===== src/rtl/seq_booth_multiplier.sv =====
`default_nettype none
// ============================================================================
//  Module      : seq_booth_multiplier
//  Description : Iterative Booth multiplier, radix-2 or radix-4 recoding,
//                signed or unsigned N x N -> 2N product.
//  Revision    : 1.0  initial release
// ============================================================================
module seq_booth_multiplier #(
  parameter int N      = 32,
  parameter bit RADIX4 = 1'b1
) (
  input  logic           clk,
  input  logic           rst_n,
  input  logic           start,
  input  logic           is_signed,
  input  logic [N-1:0]   multiplicand,
  input  logic [N-1:0]   multiplier,
  output logic           busy,
  output logic           done,
  output logic [2*N-1:0] product
);

  // Operand width after extension; one extra bit gives unsigned operands a
  // zero sign bit, radix-4 adds one more so the triplet count is whole.
  localparam int W    = RADIX4 ? N + 2 : N + 1;
  localparam int SH   = RADIX4 ? 2 : 1;
  localparam int ITER = RADIX4 ? (N + 2) / 2 : N + 1;
  // Upper accumulator part carries two guard bits so +/-2A cannot overflow.
  localparam int HW   = W + 2;
  // Accumulator layout: {upper[HW-1:0], multiplier field[W-1:0], B[-1]}.
  localparam int L    = HW + W + 1;
  localparam int CW   = $clog2(N + 2);

  typedef enum logic [1:0] {
    IDLE = 2'd0,
    CALC = 2'd1,
    DONE = 2'd2
  } state_t;

  state_t          state_q, state_d;
  logic [W-1:0]    a_q, a_d;
  logic [L-1:0]    acc_q, acc_d;
  logic [CW-1:0]   cnt_q, cnt_d;
  logic [2*N-1:0]  product_q, product_d;

  logic [W-1:0]    a_ext_in;
  logic [W-1:0]    b_ext_in;
  logic [HW-1:0]   a_hw;
  logic [HW-1:0]   addend;
  logic [HW-1:0]   hi_sum;
  logic signed [L-1:0] acc_sum;
  logic signed [L-1:0] acc_shift;

  assign a_ext_in = {{(W-N){is_signed & multiplicand[N-1]}}, multiplicand};
  assign b_ext_in = {{(W-N){is_signed & multiplier[N-1]}}, multiplier};
  assign a_hw     = {{2{a_q[W-1]}}, a_q};

  generate
    if (RADIX4) begin : g_radix4
      // Radix-4 digit select from {B[2i+1], B[2i], B[2i-1]}.
      always_comb begin
        addend = '0;
        case (acc_q[2:0])
          3'b001, 3'b010: addend = a_hw;
          3'b011:         addend = a_hw << 1;
          3'b100:         addend = -(a_hw << 1);
          3'b101, 3'b110: addend = -a_hw;
          default:        addend = '0;
        endcase
      end
    end else begin : g_radix2
      // Radix-2 digit select from {B[i], B[i-1]}.
      always_comb begin
        addend = '0;
        case (acc_q[1:0])
          2'b01:   addend = a_hw;
          2'b10:   addend = -a_hw;
          default: addend = '0;
        endcase
      end
    end
  endgenerate

  // Add the selected digit into the upper part, then shift the whole
  // accumulator arithmetically so the next digit lands in the low bits.
  assign hi_sum    = acc_q[L-1:W+1] + addend;
  assign acc_sum   = {hi_sum, acc_q[W:0]};
  assign acc_shift = acc_sum >>> SH;

  // Next-state, datapath and result capture.
  always_comb begin
    state_d   = state_q;
    a_d       = a_q;
    acc_d     = acc_q;
    cnt_d     = cnt_q;
    product_d = product_q;
    case (state_q)
      IDLE, DONE: begin
        if (start) begin
          a_d     = a_ext_in;
          acc_d   = {{HW{1'b0}}, b_ext_in, 1'b0};
          cnt_d   = '0;
          state_d = CALC;
        end else begin
          state_d = IDLE;
        end
      end
      CALC: begin
        acc_d = acc_shift;
        cnt_d = cnt_q + CW'(1);
        if (cnt_q == CW'(ITER - 1)) begin
          // After W total shifts the full product sits right above B[-1].
          product_d = acc_shift[2*N:1];
          state_d   = DONE;
        end
      end
      default: state_d = IDLE;
    endcase
  end

  // State and datapath registers with asynchronous clear.
  always_ff @(posedge clk or negedge rst_n) begin
    if (!rst_n) begin
      state_q   <= IDLE;
      a_q       <= '0;
      acc_q     <= '0;
      cnt_q     <= '0;
      product_q <= '0;
    end else begin
      state_q   <= state_d;
      a_q       <= a_d;
      acc_q     <= acc_d;
      cnt_q     <= cnt_d;
      product_q <= product_d;
    end
  end

  assign busy    = (state_q == CALC);
  assign done    = (state_q == DONE);
  assign product = product_q;

endmodule
`default_nettype wire


===== config.mk =====
export PLATFORM = sky130hd
export DESIGN_NAME = seq_booth_multiplier
export DESIGN_NICKNAME = d
export VERILOG_FILES = /design/src/rtl/seq_booth_multiplier.sv
export SDC_FILE = /design/constraint.sdc
export NUM_CORES = 1
export LEC_CHECK = 0
export CAP_MARGIN = 30
export CORE_MARGIN = 3
export CORE_UTILIZATION = 47
export DETAILED_ROUTE_END_ITERATION = 8
export GPL_ROUTABILITY_DRIVEN = 0
export GPL_TIMING_DRIVEN = 0
export PLACE_DENSITY = 0.68
export SLEW_MARGIN = 15
export SYNTH_ARGS = -nofsm -noshare
export SYNTH_HDL_FRONTEND = slang
export SYNTH_SLANG_ARGS = --single-unit

===== constraint.sdc =====
create_clock -name clk -period 11.1 [get_ports clk]
set_clock_uncertainty 0.15 [all_clocks]
set_input_delay 1.11 -clock clk [delete_from_list [all_inputs] [get_ports clk]]
set_output_delay 1.11 -clock clk [all_outputs]
set_load 0.05 [all_outputs]

# Word level (Yosys, flattened, before mapping)
# Index checks and enable logic that the tools add are counted.
# classes
mux	8
eq_ne	11
add_sub_neg	4
n_bitwise	2
n_reduce_logical	8
# op_table
op	n
36-bit case mux with 4 select lines	1
71-bit case mux with 2 select lines	1
36-bit negation	2
71-bit 2-to-1 mux	1
36-bit adder	1
6-bit case mux with 2 select lines	1
3-bit equality test (second input constant)	3
6-bit by 1-bit adder with 6-bit output (second input constant)	1
3-bit by 2-bit equality test with 1-bit output (second input constant)	2
6-bit by 5-bit equality test with 1-bit output (second input constant)	1
6-bit 2-to-1 mux	1
2-bit AND reduction	3
2-bit OR reduction	3
2-bit case mux with 2 select lines	1
3-bit by 1-bit equality test with 1-bit output (second input constant)	1
1-bit AND	2
2-bit by 1-bit equality test with 1-bit output (second input constant)	1
2-bit equality test (second input constant)	1
2-bit zero test	1
2-bit 2-to-1 mux	1
2-bit by 1-bit != test with 1-bit output (second input constant)	1
2-bit != test (second input constant)	1
2-bit nonzero test	1
1-bit 2-to-1 mux	1
# word_totals
ff_bits	176
input_bits	68
elab_cells	38
output_inout_bits	66

# Logic depth before layout (Yosys ltp)
# Gate-level depths: netlist of the first run.
# depth
ltp_word	5
mapped_depth	23
depth_no_buf	21

# Least setup slack after synthesis of the first run
# No wires, ideal clock.
# synth_path
kind	register -> register
startpoint	reg a_q[6]
endpoint	reg product_q[62], in the netlist product[62]
slack_ns	6.216
path_stages_with_launch	22
period_less_slack_ns	4.884
required_time_ns	10.825
arrival_ns	4.609
path_cell_list	dfrtp_1 > clkbuf_1 > or3_1 > or3_1 > clkbuf_1 > or3_1 > or3_1 > nor3_1 > nand2b_1 > xnor2_1 > a221oi_1 > a31oi_1 > ha_1 > a21oi_1 > a21boi_0 > o21ai_0 > o211ai_1 > o2111ai_1 > nand2_1 > a21boi_0 > xnor2_1 > mux2_2
# synth_via
elab_chain_cells	3
elab_cells_between_ends	4
# synth_lines
item	line	rtl
start, declared	41	logic [W-1:0] a_q, a_d;
start signal, assigned	125	a_q <= '0;
start signal, assigned	131	a_q <= a_d;
36-bit negation (on tied branches)	67, 66	
36-bit case mux with 4 select lines (*)	63	case (acc_q[2:0])
36-bit adder (*)	86	assign hi_sum = acc_q[L-1:W+1] + addend;
end signal, assigned	134	product_q <= product_d;
end, declared	44	logic [2*N-1:0] product_q, product_d;
# Every way passes the cells marked *; elsewhere a longest branch is shown, timed or not.
# A chain may end at the register's enable or synchronous reset.

# Worst setup path in the final report of the first run
# layout_path
startpoint	reg a_q[6]
endpoint	reg acc_q[67]
# layout_via
elab_chain_cells	4
elab_cells_between_ends	5
# layout_lines
item	line	rtl
36-bit negation (on tied branches)	67, 66	
36-bit case mux with 4 select lines (*)	63	
36-bit adder (*)	86	
71-bit case mux with 2 select lines (*)	97	case (state_q)
end signal, assigned	126	acc_q <= '0;
end signal, assigned	132	acc_q <= acc_d;
end, declared	42	logic [L-1:0] acc_q, acc_d;
# Marked as above.

==> impl_metrics.env, run 1 <==
export IMPL_diodes=0
export IMPL_antenna_found_initial=0
export IMPL_stdcell_area_um2=12600
export IMPL_hold_path_class="register to register"
export IMPL_fp_dieH_um=154
export IMPL_fmax_mhz=172
export IMPL_area_delta_synth_final_pct=22.8
export IMPL_drtPass1Iterations=5
export IMPL_finalHoldViolCount=0
export IMPL_grt_usage_pct=24.5
export IMPL_cts_resized=0
export IMPL_die_area_um2=23700
export IMPL_synth_cell_types=62
export IMPL_path_class="register to register"
export IMPL_ff_latch_area_um2=4350
export IMPL_coreArea_um2=21300
export IMPL_cts_made_buffers=17
export IMPL_dp_hpwl_um=21400
export IMPL_rows=53
export IMPL_maxCapViolCount=0
export IMPL_timing_hold_ws_ns=0.340
export IMPL_multiInputGateArea_um2=5560
export IMPL_routed_wl_um=29100
export IMPL_dp_cells=1544
export IMPL_syn_inst=1135
export IMPL_avgSynthCellArea_um2=9.06
export IMPL_route_vias_total=9040
export IMPL_fp_dieW_um=154
export IMPL_clockRootBuffer="clkbuf_16"
export IMPL_ys_warnings_count=0
export IMPL_route_detailed_drc=0
export IMPL_cts_tree="done"
export IMPL_worstPathRequired_ns=11.29
export IMPL_synth_top_cell_area_share_pct=42.3
export IMPL_grt_ovfl_total=0
export IMPL_synthFlopType="dfrtp_1"
export IMPL_fin_nets=1395
export IMPL_initial_core_util_pct=48.3
export IMPL_synth_largest_area_cell="dfrtp_1"
export IMPL_vias_per_cell=5.74
export IMPL_ant_nets=0
export IMPL_n_fill_cell=1868
export IMPL_async_flop_share_pct=100
export IMPL_fin_crit_ns=5.80
export IMPL_cts_sinks=174
export IMPL_synth_nets=1242
export IMPL_clockBufferDepth=2
export IMPL_grt_start_max_net_pins=103
export IMPL_drtIter0Drc=683
export IMPL_slew_limit_headroom_pct=44.7
export IMPL_cp_arrival_ns=6.00
export IMPL_pin_count=134
export IMPL_htree_levels=4
export IMPL_clk_pin_slew_worst_paths_ns=0.08
export IMPL_grt_first_pass_wirelength_um=47100
export IMPL_synthTopCellsByArea="dfrtp_1 (42%), nand2_1 (9.0%), mux2_2 (6.4%)"
export IMPL_synthesis_area_um2=10300
export IMPL_fin_cells=1576
export IMPL_critPathCaptureType="register"
export IMPL_yosysSeqAreaShare_pct=42.3
export IMPL_reg2reg_slack_ns=5.30
export IMPL_finalSetupTns_ns=0
export IMPL_dpl_cell_area_um2=12000
export IMPL_tightest_slew_ns=0.819
export IMPL_cp_start_kind="register"
export IMPL_ys_ff_latch=174
export IMPL_postCtsSetupRepairBufs=0
export IMPL_layout_drive_gt1_share_pct=8.30
export IMPL_first_global_vias=8806
export IMPL_wire_per_inst_um=18.5
export IMPL_report_final_slew_viol_count=0
export IMPL_setup_viol=0
export IMPL_clkLatencyLatePin_ns=0.44
export IMPL_cts_hold_buf=0
export IMPL_finalCritPeriodShare_pct=52.3
export IMPL_synth_edf_count=0
export IMPL_run_status="complete, no violations"
export IMPL_numPortBuffers=133
export IMPL_rsz0062_at_grt="no"
export IMPL_cp_max_fo=8
==> stage by stage <==
step | utilization, % | setup slack (ns)
final | 59.3 | 5.30
after global routing | 59.3 | 4.82
after CTS | 59.3 | 5.42
after detailed placement | 56.3 | 5.44
after floorplan | - | 6.22
after global placement | 56.2 | 1.37
==> path summary, 6_finish.rpt <==
path | from | end | depth (start not counted)
max | a_q[6]$_DFFE_PN0P_ | acc_q[67]$_DFFE_PN0P_ | 21
min | product[59]$_DFFE_PN0P_ | product[59]$_DFFE_PN0P_ | 2
max reg2reg | a_q[6]$_DFFE_PN0P_ | acc_q[67]$_DFFE_PN0P_ | 21
min reg2reg | product[59]$_DFFE_PN0P_ | product[59]$_DFFE_PN0P_ | 2
max in group asynchronous | rst_n | product[4]$_DFFE_PN0P_ | 2
min in group asynchronous | rst_n | a_q[6]$_DFFE_PN0P_ | 1
==> critical path, stage by stage (launching register included) <==
cell and delay [ns]:
dfrtp_1 0.36, clkbuf_1 0.19, or3_1 0.43, or3_1 0.39
clkbuf_1 0.20, or3_1 0.40, or3_1 0.41, nor3_1 0.22
nand2b_1 0.15, xnor2_1 0.09, a221oi_1 0.29, a31oi_1 0.11
ha_1 0.43, nand2_1 0.14, nor2_1 0.20, nand3_1 0.10
o211ai_1 0.43, o2111ai_1 0.27, a41oi_1 0.33, o21a_1 0.16
nor3_1 0.05, o31ai_1 0.21
==> placed cells by master (no fill, tap or decap), types with 6 or more instances in the layout <==
cell	instances
a21boi_0	7
clkbuf_16	17
o22ai_1	11
nor2_1	58
xnor2_1	46
nor2b_1	7
nand2_1	246
a22oi_1	40
mux2_2	58
o21ai_0	64
nor3_1	20
a21o_1	21
clkdlybuf4s50_1	132
a22o_1	29
nand3_1	13
o31ai_1	6
clkinv_8	9
xor2_1	24
or3_1	14
clkbuf_1	63
a21oi_1	52
nand2b_1	10
a31oi_1	11
dfrtp_1	174
ha_1	38
a221oi_1	16
inv_1	18
==> cell type report <==
class | count | share of cell area, %
inverter | 19 | 0.565
multi-input combinational | 869 | 44.0
buffer | 73 | 2.35
sequential | 174 | 34.5
tap | 275 | 2.72
timing repair buffer | 134 | 10.8
clock inverter | 15 | 1.68
clock buffer | 17 | 3.37
==> per-layer routing <==
layer,wire [um],vias to the layer above,global-route usage (%)
met3,2370,40,6.73
met1,13200,4349,34.2
met5,0,-,0
met4,427,0,5.30
li1,-,4332,-
met2,13100,319,38.3
==> cell usage after synthesis (4+ instances only) <==
| library cell | instances |
|---|---|
| nor2_1 | 58 |
| o31ai_1 | 6 |
| nand2b_1 | 10 |
| nor2b_1 | 7 |
| a211oi_1 | 5 |
| a31oi_1 | 11 |
| o21ai_0 | 64 |
| nand4_1 | 4 |
| a22oi_1 | 40 |
| inv_1 | 18 |
| a22o_1 | 29 |
| mux2i_1 | 4 |
| a21boi_0 | 7 |
| ha_1 | 38 |
| dfrtp_1 | 174 |
| or3_1 | 14 |
| nand3_1 | 13 |
| o22ai_1 | 11 |
| a221oi_1 | 16 |
| nand2_1 | 246 |
| buf_1 | 4 |
| nor4_1 | 4 |
| o21ai_1 | 4 |
| and3_1 | 5 |
| xnor2_1 | 46 |
| a21o_1 | 21 |
| o21a_1 | 5 |
| clkbuf_1 | 63 |
| xor2_1 | 24 |
| mux2_2 | 58 |
| nor3_1 | 20 |
| a21oi_1 | 52 |
| o211ai_1 | 4 |
==> sequential cells by signal (all words and copies together), names as in the netlist <==
name	flops
acc_q	69
product	64
a_q	33
cnt_q	6
state_q	2
==> logic make-up after synthesis <==
family,share of synthesized area [%]
flip-flops,42.3
multiplexers,6.74
AND/OR/NAND/NOR,17.0
AO/OA/AOI/OAI,19.4
buffers and inverters,3.58
adder cells (fa/ha/maj),4.82
XOR/XNOR,6.18
Power of run 1 is left out: the tool's default activity adds up to more than one toggle a clock period on the data nets, which glitch-free logic cannot reach.
==> run 2, diff against run 1 <==
==> constraint.sdc (replaced) <==
create_clock -name clk -period 5.95 [get_ports clk]
set_clock_uncertainty 0.15 [all_clocks]
set_input_delay 0.595 -clock clk [delete_from_list [all_inputs] [get_ports clk]]
set_output_delay 0.595 -clock clk [all_outputs]
set_load 0.05 [all_outputs]
==> impl_metrics.env, run 2 (same netlist as run 1, synthesis figures left out) <==
export IMPL_r2r_start="a_q[4]$_DFFE_PN0P_"
export IMPL_final_common_cell="nand2_1"
export IMPL_area_delta_synth_final_pct=23.3
export IMPL_drtPass1Iterations=5
export IMPL_cts_sinks=174
export IMPL_finalHoldViolCount=0
export IMPL_min_from="product[59]$_DFFE_PN0P_"
export IMPL_clockBufferDepth=2
export IMPL_clockRootBuffer="clkbuf_16"
export IMPL_cp_arrival_ns=5.72
export IMPL_rows=53
export IMPL_ant_nets=0
export IMPL_r2r_cells=20
export IMPL_post_place_ws_ns=0.291
export IMPL_hold_path_endpoint="product[59]$_DFFE_PN0P_"
export IMPL_run_status="complete, no violations"
export IMPL_finalCritPeriodShare_pct=93.3
export IMPL_htree_levels=4
export IMPL_largest_register_ffs=69
export IMPL_cts_made_buffers=17
export IMPL_grt_start_max_net_pins=103
export IMPL_coreArea_um2=21300
export IMPL_drtIter0Drc=688
export IMPL_antenna_found_initial=0
export IMPL_critPathCaptureType="register"
export IMPL_maxCapViolCount=0
export IMPL_clkLatencyLatePin_ns=0.44
export IMPL_layout_drive_gt1_share_pct=8.74
export IMPL_timing_final_ws_setup_ns=0.396
export IMPL_fp_dieH_um=154
export IMPL_dp_cells=1544
export IMPL_slew_limit_headroom_pct=46.6
export IMPL_fp_dieW_um=154
export IMPL_hold_path_class="register to register"
export IMPL_routed_wl_um=29200
export IMPL_wire_per_inst_um=18.5
export IMPL_fin_cells=1579
export IMPL_grt_ovfl_total=0
export IMPL_final_cell_mix="nand2_1 (246), dfrtp_1 (174), clkdlybuf4s50_1 (132)"
export IMPL_fmax_mhz=180
export IMPL_reg2reg_to="product[63]$_DFFE_PN0P_"
export IMPL_first_global_vias=8806
export IMPL_clk_pin_slew_worst_paths_ns=0.08
export IMPL_grt_first_pass_wirelength_um=47100
export IMPL_route_vias_total=9126
export IMPL_cp_max_fo=9
export IMPL_dp_hpwl_um=21400
export IMPL_die_area_um2=23700
export IMPL_initial_core_util_pct=48.3
export IMPL_finalSetupTns_ns=0
export IMPL_diodes=0
export IMPL_worstPathRequired_ns=6.12
export IMPL_fin_crit_ns=5.55
export IMPL_grt_usage_pct=24.5
export IMPL_fin_nets=1398
export IMPL_setup_viol=0
export IMPL_n_fill_cell=1860
export IMPL_route_detailed_drc=0
export IMPL_reg2reg_slack_ns=0.40
export IMPL_path_class="register to register"
export IMPL_report_final_slew_viol_count=0
export IMPL_numPortBuffers=133
export IMPL_largest_register="acc_q"
export IMPL_pin_count=134
export IMPL_vias_per_cell=5.78
export IMPL_whs_path_depth=2
export IMPL_tightest_slew_ns=0.791
export IMPL_cp_start_kind="register"
export IMPL_timing_hold_ws_ns=0.340
export IMPL_cts_tree="done"
==> run 2: cell count changes in the layout (fill, tap and decap cells not counted) <==
cell	before	now
buf_4	1	3
a21boi_0	7	6
a21boi_1	0	1
a41oi_1	2	1
a41oi_2	0	1
dlygate4sd3_1	0	1
nor3_1	20	19
nor3_2	0	1
o2111ai_1	1	0
o2111ai_2	0	1
or3_1	14	13
or3_4	0	1
==> run 2: how the worst max path moves through the flow <==
stage / from / end / slack, ns / cells past startpoint
2_1_floorplan: a_q[6]$_DFFE_PN0P_ / product[62]$_DFFE_PN0P_ / 1.07 / 21
3_3_place_gp: rst_n / product[10]$_DFFE_PN0P_ / -3.27 / 1
3_5_place_dp: a_q[6]$_DFFE_PN0P_ / acc_q[67]$_DFFE_PN0P_ / 0.29 / 21
4_1_cts: a_q[6]$_DFFE_PN0P_ / product[62]$_DFFE_PN0P_ / 0.27 / 21
5_1_grt: a_q[6]$_DFFE_PN0P_ / acc_q[67]$_DFFE_PN0P_ / -0.02 / 22
6_report: a_q[4]$_DFFE_PN0P_ / product[63]$_DFFE_PN0P_ / 0.40 / 20
==> run 2: through the flow <==
| step | utilization [%] | instance area, um^2 |
|---|---|---|
| 3_3_place_gp | 56.2 | 12000 |
| 4_1_cts | 59.4 | 12600 |
| 5_1_grt | 59.6 | 12700 |
| 6_report | 59.6 | 12700 |
| 2_1_floorplan | - | 10300 |
| 3_5_place_dp | 56.3 | 12000 |
==> run 2: timing repair <==
item | 4_1_cts | 5_1_grt
hold buffers | 1 | 0
hold endpoints to repair | 37 | 0
setup buffers | 0 | 2
resized for setup | 0 | 5
setup endpoints to repair | 0 | 10
==> run 2: cell type report <==
class	instances	area (um^2)	share of cell area, %
timing repair buffer	137	1390	11.0
clock buffer	17	425	3.36
tap	275	344	2.71
clock inverter	15	213	1.68
inverter	19	71.3	0.563
multi-input combinational	869	5590	44.1
buffer	73	297	2.34
sequential	174	4350	34.3
==> run 2: worst max-delay path, stage by stage (launching register included) <==
cell      delay [ns]
dfrtp_1         0.36
clkbuf_1        0.19
or3_1           0.37
or2_2           0.30
clkbuf_1        0.17
or3_1           0.33
clkbuf_1        0.21
or3_1           0.43
nor4_2          0.22
nand2b_1        0.17
xnor2_1         0.11
a221oi_1        0.27
a31oi_1         0.10
ha_1            0.41
a21oi_1         0.23
o21ai_0         0.16
a21o_1          0.23
and4_1          0.23
a211o_1         0.33
xor2_1          0.18
mux2_2          0.29
==> run 2: routing by layer <==
metal | vias to the layer above | wire, um | track usage, %
met2 | 348 | 13200 | 38.3
met5 | - | 0 | 0
met3 | 37 | 2400 | 6.73
met1 | 4396 | 13100 | 34.2
met4 | 0 | 416 | 5.30
li1 | 4345 | - | -
Power of run 2 is left out for the same reason.
==> run 3, diff against run 2 <==
--- a/config.mk
+++ b/config.mk
@@ -5,13 +5,15 @@
 export SDC_FILE = /design/constraint.sdc
 export NUM_CORES = 1
 export LEC_CHECK = 0
-export CAP_MARGIN = 30
+export ABC_CLOCK_PERIOD_IN_PS = 5950
+export CAP_MARGIN = 20
 export CORE_MARGIN = 3
 export CORE_UTILIZATION = 47
 export DETAILED_ROUTE_END_ITERATION = 8
 export GPL_ROUTABILITY_DRIVEN = 0
 export GPL_TIMING_DRIVEN = 0
 export PLACE_DENSITY = 0.68
+export REMOVE_ABC_BUFFERS = 1
 export SLEW_MARGIN = 15
 export SYNTH_ARGS = -nofsm -noshare
 export SYNTH_HDL_FRONTEND = slang
==> impl_metrics.env, run 3 (same netlist as run 1, synthesis figures left out) <==
export IMPL_run_status="complete, but fails checks"
export IMPL_violations="negative hold slack"
export IMPL_rsz0062_at_grt="no"
export IMPL_cts_made_buffers=17
export IMPL_ant_nets=0
export IMPL_die_area_um2=23700
export IMPL_fin_nets=1333
export IMPL_rows=53
export IMPL_top_layer="met4"
export IMPL_clockRootBuffer="clkbuf_16"
export IMPL_report_final_slew_viol_count=0
export IMPL_area_delta_synth_final_pct=21.9
export IMPL_clkLatencyLatePin_ns=0.43
export IMPL_diodes=0
export IMPL_path_class="register to register"
export IMPL_final_common_cell="nand2_1"
export IMPL_pin_count=134
export IMPL_worstSetupStartpoint="a_q[7]$_DFFE_PN0P_"
export IMPL_clk_pin_slew_worst_paths_ns=0.07
export IMPL_worstPathRequired_ns=6.11
export IMPL_timing_final_ws_setup_ns=0.339
export IMPL_r2r_start="a_q[7]$_DFFE_PN0P_"
export IMPL_first_global_vias=8493
export IMPL_htree_levels=4
export IMPL_fp_dieH_um=154
export IMPL_critPathCaptureType="register"
export IMPL_grt_first_pass_wirelength_um=44200
export IMPL_drtPass1Iterations=5
export IMPL_finalCritPeriodShare_pct=94.3
export IMPL_final_cell_mix="nand2_1 (246), dfrtp_1 (172), clkdlybuf4s50_1 (132)"
export IMPL_numPortBuffers=133
export IMPL_routed_wl_um=26600
export IMPL_coreArea_um2=21300
export IMPL_r2r_cells=20
export IMPL_reg2reg_to="product[62]$_DFFE_PN0P_"
export IMPL_finalHoldViolCount=17
export IMPL_met3WireLength_um=1790
export IMPL_initial_core_util_pct=48.3
export IMPL_route_vias_total=8689
export IMPL_hold_path_class="primary input to async pin"
export IMPL_drtIter0Drc=472
export IMPL_cp_arrival_ns=5.77
export IMPL_met2WireLength_um=12000
export IMPL_wirelength_met1_um=12400
export IMPL_fp_dieW_um=154
export IMPL_cts_resized=0
export IMPL_grt_start_max_net_pins=100
export IMPL_fin_cells=1514
export IMPL_fin_crit_ns=5.61
export IMPL_vias_per_cell=5.74
export IMPL_largest_register_ffs=69
export IMPL_tightest_slew_ns=1.01
export IMPL_setup_viol=0
export IMPL_largest_register="acc_q"
export IMPL_cts_sinks=174
export IMPL_cts_hold_buf=0
export IMPL_layout_drive_gt1_share_pct=9.52
export IMPL_reg2reg_slack_ns=0.34
export IMPL_route_detailed_drc=0
export IMPL_post_place_ws_ns=0.0781
export IMPL_wire_per_inst_um=17.6
export IMPL_grt_usage_pct=22.6
export IMPL_slew_limit_headroom_pct=32.3
export IMPL_cp_max_fo=7
export IMPL_cts_tree="done"
export IMPL_antenna_found_initial=0
export IMPL_clockBufferDepth=2
export IMPL_dp_cells=1479
export IMPL_final_core_util_pct=58.9
export IMPL_fmax_mhz=178
export IMPL_dp_hpwl_um=18300
export IMPL_maxCapViolCount=0
export IMPL_n_fill_cell=1867
export IMPL_grt_ovfl_total=0
export IMPL_timing_hold_ws_ns=-0.0293
export IMPL_cp_start_kind="register"
[run 3: cell types whose count changed in the layout (fill, tap and decap cells not counted), moves of 2 or more]
cell | before | now
buf_12 | 0 | 3
inv_12 | 2 | 0
buf_6 | 2 | 0
buf_16 | 1 | 6
buf_1 | 4 | 0
inv_4 | 0 | 2
dfrtp_2 | 0 | 2
inv_8 | 0 | 4
dfrtp_1 | 174 | 172
clkbuf_1 | 63 | 1
clkinv_8 | 9 | 2
clkinv_4 | 0 | 2
buf_2 | 3 | 0
[run 3: cell type report]
class | count | area [um^2] | area share (%)
multi-input combinational | 869 | 5580 | 44.5
timing repair buffer | 145 | 1580 | 12.6
inverter | 19 | 76.3 | 0.609
clock buffer | 18 | 429 | 3.42
sequential | 174 | 4360 | 34.8
clock inverter | 14 | 168 | 1.34
tap | 275 | 344 | 2.74
[run 3: worst max-delay path by stage]
| stage | to | slack, ns |
|---|---|---|
| floorplan | acc_q[36]$_DFFE_PN0P_ | 0.26 |
| global placement | acc_q[61]$_DFFE_PN0P_ | -5.88 |
| detailed placement | product[62]$_DFFE_PN0P_ | 0.08 |
| CTS | product[62]$_DFFE_PN0P_ | 0.02 |
| global route | product[62]$_DFFE_PN0P_ | 0.02 |
| finish | product[62]$_DFFE_PN0P_ | 0.34 |
[run 3: worst max-delay path: stages, from the launching register on]
cell       delay, ns
dfrtp_1         0.45
or3_1           0.46
or3_1           0.53
or3_1           0.42
or3_1           0.41
nor3_1          0.20
nand2b_1        0.15
xnor2_1         0.16
a221oi_1        0.12
a31oi_1         0.30
ha_1            0.35
a21oi_1         0.16
a21boi_0        0.12
o21ai_0         0.17
o211ai_1        0.12
buf_4           0.18
o2111ai_1       0.28
nand2_1         0.14
a21boi_0        0.22
xnor2_1         0.13
mux2_2          0.27
[run 3: through the flow]
stage / hold WS [ns] / TNS, ns / instance area [um^2]
3_3_place_gp: 0.317 / -957.51 / 11700
3_5_place_dp: 0.323 / 0 / 11900
6_report: -0.0293 / 0 / 12500
4_1_cts: 0.00839 / 0 / 12500
5_1_grt: 0.0240 / 0 / 12500
2_1_floorplan: 0.149 / 0 / 9990
[run 3: per-layer routing]
layer,up-vias,global-route usage (%)
met5,-,0
met4,0,5.59
met3,28,6.67
met2,250,35.6
met1,4184,31.0
li1,4227,-
[run 3: what timing repair did]
| action | CTS | global route |
|---|---|---|
| buffers inserted | 0 | 2 |
| setup endpoints to repair | 0 | 5 |
| endpoints found under the hold margin | 0 | 0 |
Power of run 3 is left out for the same reason.
